**src/rtl/fetch_unit.sv**
```systemverilog
// Instruction prefetch stage: owns the program counter, keeps a small FIFO of
// prefetched words and hands the next word to IR on each ir_load pulse.
module fetch_unit #(
    parameter int ADDR_W = 16,
    parameter int DEPTH = 4,
    parameter logic [ADDR_W-1:0] RESET_PC = '0
) (
    input  logic                    clock,
    input  logic                    reset,
    input  logic                    ir_load,
    input  logic                    redirect_valid,
    input  logic [ADDR_W-1:0]       redirect_addr,
    output logic                    mem_req,
    output logic [ADDR_W-1:0]       mem_addr,
    input  logic                    mem_ack,
    input  logic [31:0]             mem_rdata,
    output logic [31:0]             IR,
    output logic [ADDR_W-1:0]       ir_pc,
    output logic                    ir_valid,
    output logic                    fetch_stall,
    output logic [$clog2(DEPTH):0]  q_count
);

    localparam int PTR_W = $clog2(DEPTH);
    localparam int CNT_W = PTR_W + 1;

    typedef enum logic [1:0] {IDLE, BUSY, DISCARD} state_t;

    state_t            state;
    state_t            state_nxt;
    logic [31:0]       queue [DEPTH];
    logic [PTR_W-1:0]  head;
    logic [PTR_W-1:0]  tail;
    logic [CNT_W-1:0]  count;
    logic [CNT_W-1:0]  count_nxt;
    logic [ADDR_W-1:0] fetch_pc;
    logic [ADDR_W-1:0] fetch_pc_nxt;
    logic [ADDR_W-1:0] next_pc;
    logic              pending;
    logic              accept;
    logic              take;
    logic              bypass;
    logic              push;
    logic              pop;
    logic              issue;
    logic              launch;

    // A word is usable only if it completes a BUSY fetch not cancelled by a redirect.
    always_comb begin
        accept = (state != IDLE) && mem_ack;
        take   = accept && (state == BUSY) && !redirect_valid;
        bypass = take && (pending || (ir_load && (count == '0)));
        push   = take && !bypass;
        pop    = ir_load && !redirect_valid && !pending && (count != '0);
        if (redirect_valid) begin
            count_nxt = '0;
        end else begin
            count_nxt = count + CNT_W'(push) - CNT_W'(pop);
        end
        if (redirect_valid) begin
            fetch_pc_nxt = redirect_addr;
        end else if (take) begin
            fetch_pc_nxt = fetch_pc + ADDR_W'(1);
        end else begin
            fetch_pc_nxt = fetch_pc;
        end
        issue = count_nxt < CNT_W'(DEPTH);
    end

    always_ff @(posedge clock) begin
        if (reset) begin
            state <= IDLE;
        end else begin
            state <= state_nxt;
        end
    end

    // Back-to-back requests are launched on the edge that completes the previous one.
    always_comb begin
        state_nxt = state;
        case (state)
            IDLE: begin
                if (issue) state_nxt = BUSY;
            end
            BUSY: begin
                if (accept) begin
                    state_nxt = issue ? BUSY : IDLE;
                end else if (redirect_valid) begin
                    state_nxt = DISCARD;
                end
            end
            DISCARD: begin
                if (accept) state_nxt = issue ? BUSY : IDLE;
            end
            default: state_nxt = IDLE;
        endcase
    end

    always_comb begin
        mem_req = (state != IDLE);
        launch  = (state_nxt == BUSY) && ((state == IDLE) || accept);
    end

    always_ff @(posedge clock) begin
        if (push) queue[tail] <= mem_rdata;
    end

    always_ff @(posedge clock) begin
        if (reset) begin
            fetch_pc <= RESET_PC;
            next_pc  <= RESET_PC;
            mem_addr <= RESET_PC;
            count    <= '0;
            head     <= '0;
            tail     <= '0;
            IR       <= '0;
            ir_pc    <= '0;
            ir_valid <= 1'b0;
            pending  <= 1'b0;
        end else begin
            fetch_pc <= fetch_pc_nxt;
            count    <= count_nxt;
            if (launch) mem_addr <= fetch_pc_nxt;
            if (redirect_valid) begin
                head <= '0;
                tail <= '0;
            end else begin
                if (push) tail <= tail + PTR_W'(1);
                if (pop) head <= head + PTR_W'(1);
            end
            // A load arriving with a redirect stays pending for the new stream.
            if (redirect_valid) begin
                next_pc  <= redirect_addr;
                ir_valid <= 1'b0;
                pending  <= pending | ir_load;
            end else if (pop || bypass) begin
                IR       <= pop ? queue[head] : mem_rdata;
                ir_pc    <= next_pc;
                next_pc  <= next_pc + ADDR_W'(1);
                ir_valid <= 1'b1;
                pending  <= 1'b0;
            end else if (ir_load && (count == '0)) begin
                pending <= 1'b1;
            end
        end
    end

    assign fetch_stall = pending;
    assign q_count     = count;

endmodule
```
**config.mk**
```make
export PLATFORM = sky130hd
export DESIGN_NAME = fetch_unit
export DESIGN_NICKNAME = d
export VERILOG_FILES = /design/src/rtl/fetch_unit.sv
export SDC_FILE = /design/constraint.sdc
export NUM_CORES = 1
export LEC_CHECK = 0
export ABC_CLOCK_PERIOD_IN_PS = 5100
export CORE_MARGIN = 2
export CORE_UTILIZATION = 36
export DETAILED_ROUTE_END_ITERATION = 10
export GPL_TIMING_DRIVEN = 1
export PLACE_DENSITY = 0.63
export SETUP_SLACK_MARGIN = 0.4
export SYNTH_ARGS = -nofsm -noshare
export SYNTH_HDL_FRONTEND = slang
export SYNTH_SLANG_ARGS = --single-unit
```
**constraint.sdc**
```tcl
create_clock -name clock -period 5.1 [get_ports clock]
set_input_delay 1.275 -clock clock [delete_from_list [all_inputs] [get_ports clock]]
set_output_delay 1.275 -clock clock [all_outputs]
set_load 0.02 [all_outputs]
```
==> metrics.csv <==
metric,value,unit
initial antenna violation count,1,
number of cells upsized or downsized after cts,0,
hold buffer count at cts,0,
post-synthesis cell area,0.00963,mm²
DR iter-0 viols,476,
filler instances,2408,
total power draw,4600,µW
drt wl/cell,18.5,µm
Clock Latency Late Sink,0.55,ns
TritonCTS clock tree,done,
"commonest non-fill, non-tap cell in the layout",edfxtp_1,
GR Overflow Total,0,
setup total negative slack,0,ns
post-synthesis net count,834,
clk slew on worst S/H paths,0.06,ns
Syn Inst Count,772,
vias in the first global route,6274,
Die ar.,0.0281,mm²
drc violations,0,
DIE WIDTH,168,µm
fin crit share,0.807,
CP Class,primary input to flip-flop,
largest net degree at the start of global routing,66,
worst hold-check path type,flip-flop to flip-flop,
top layer in use,met4,
most frequent cells in the layout,"128 x edfxtp_1, 124 x nand2_1, 121 x clkdlybuf4s50_1",
asr flop ratio synth,0,
Mean Syn Cell Area,12.5,µm²
Nets,945,
max_slew headroom,0.291,
Layout area overhead,26.3,%
Worst Skew,0.0254,ns
worst hold slack,0.456,ns
Pwr per Cell Area,378,mW/mm²
HPWL Detailed,14400,µm
CP max FO,16,
Critical Path AT,4.58,ns
Synth cell types,67,
crit end category,flip-flop,
CTS Sinks,237,
sequential fraction of the synthesis area,0.626,
antenna-violating nets left,0,
Post-Route M1 WL,10200,µm
final hold violations,0,
CP bufs+invs,3,
die span in y,168,µm
Root Buffer,clkbuf_16,
Ys Warns,0,
CP cell instances,"clkdlybuf4s50_1, nand3b_1, nor2_1, and2_1, inv_1, ha_1, inv_1, ha_1, fa_1, xnor3_1, nand2_1, and2_1, o2111ai_1, a21oi_1",
initial core utilization,0.369,
buffer depth of the longest clock path,3,
GRT Total Usage,0.161,
met2 wire length,10800,µm
htree depth,1,
Slew @ Worst Pin,1.06,ns
met3 wire len,1330,µm
max-cap viol count,0,
CTS Buf Count,26,
synthesized flop and latch total,237,
Worst Path Required,5.56,ns
largest stage delay on the critical path,0.67,ns
"delay-heaviest family, CP",simple AND/OR/NAND/NOR gates,
outcome,"complete, no violations",
Inserted Diodes,0,
CP startpoint kind,primary input,
"EDFF count, synth",128,
Setup Viol. Count Final,0,
DRT Pass-1 Iters,4,
Pleak,0.00402,µW
final WL,22900,µm
worst vdd ir,0.000341,V
fin. max-slew vios,0,
# rows,59,
Vias per Instance,5.24,
layout cells sized above 1,0.122,
first-pass GRT wire length,35700,µm
Max Fclk,0.243,GHz
Final min period,4.12,ns
Boundary Pins,123,
Placer Congestion,0.871,
core area,0.0261,mm²
DR vias,6490,
top_reg_cell synth,edfxtp_1,
CP max stage cell,clkdlybuf4s50_1,
PortBufs,122,
unrepaired setup endpoints after global routing,false,
postcts setup bufs,0,
[Yosys cell counts (all sizes together) (5+ instances only)]
master / n / area (µm²)
buf: 28 / 154
a21o: 6 / 45.0
and2: 5 / 31.3
a211oi: 5 / 42.5
o31ai: 5 / 37.5
a21oi: 32 / 171
edfxtp: 128 / 3840
inv: 17 / 66.3
nor3: 6 / 30.0
o21ai: 11 / 55.1
nor2: 70 / 263
nand3: 10 / 50.1
nor2b: 5 / 31.3
nand3b: 8 / 60.1
a31oi: 9 / 56.3
ha: 8 / 100
mux4: 32 / 721
nor4: 8 / 50.1
nand2b: 5 / 38.8
nand2: 124 / 465
dfxtp: 109 / 2180
or3: 5 / 31.3
a311oi: 33 / 289
xnor2: 7 / 61.3
o21bai: 6 / 45.0
xor2: 7 / 61.3
clkbuf: 23 / 86.3
nand4: 8 / 50.1
[worst register-to-register path, delay by kind of cell, from the launching register on]
family	cells	cell delay, ns
compound gates	2	0.35
xor+xnor	1	0.18
fa+ha+maj	3	0.82
buf+inv	2	0.11
flops	1	0.54
simple gates	5	1.19
[cells by family after synthesis]
family,Yosys count,synth area share
AO/OA/AOI/OAI,133,0.103
XOR/XNOR,15,0.0151
adder cells (fa/ha/maj),9,0.0125
buffers and inverters,68,0.0318
flip-flops,237,0.626
multiplexers,34,0.0770
AND/OR/NAND/NOR,276,0.135
[flip-flops by register name (all words and copies together) (netlist names), named ones only]
register     flops
mem_addr        16
tail             2
next_pc         16
IR              32
queue          128
fetch_pc        16
q_count          3
ir_pc           16
fetch_stall      1
state            2
ir_valid         1
head             2
[final cells by class]
cell class                      instances  area [µm²]  area share
Inverter                               17        66.3     0.00545
Clock inverter                         16         317      0.0260
Timing Repair Buffer                  134        1310       0.108
Clock buffer                           32         714      0.0587
Tap cell                              335         419      0.0344
Sequential cell                       237        6030       0.495
Multi-Input combinational cell        467        3320       0.272
[stage by stage]
stage	instances	area [µm²]	setup slack, ns	utilization
3_5_place_dp	1190	11100	0.437	0.426
3_3_place_gp	1190	11100	0.530	0.426
5_1_grt	1238	12200	0.761	0.466
6_report	1238	12200	0.982	0.466
2_1_floorplan	772	9630	1.04	-
4_1_cts	1238	12200	0.990	0.466
[metal layers]
metal / up-vias / global-route usage
met3: 34 / 0.0293
met5: - / 0
li1: 3099 / -
met4: 0 / 0.0405
met2: 178 / 0.264
met1: 3179 / 0.221
[power breakdown]
group          switching, µW  leakage [µW]  internal, µW
registers               43.2       0.00205          2060
logic                    163       0.00148           139
clock network            787      0.000497          1410
total                    993       0.00402          3610
[worst paths after layout]
kind	from	to	slack, ns	cells after the start
max	mem_ack	mem_addr[13]	0.98	14
min	ir_pc[4]	ir_pc[4]	0.46	2
max reg2reg	state[0]	mem_addr[13]	1.84	13
min reg2reg	ir_pc[4]	ir_pc[4]	0.46	2
Power figures use the tool's default switching activity.
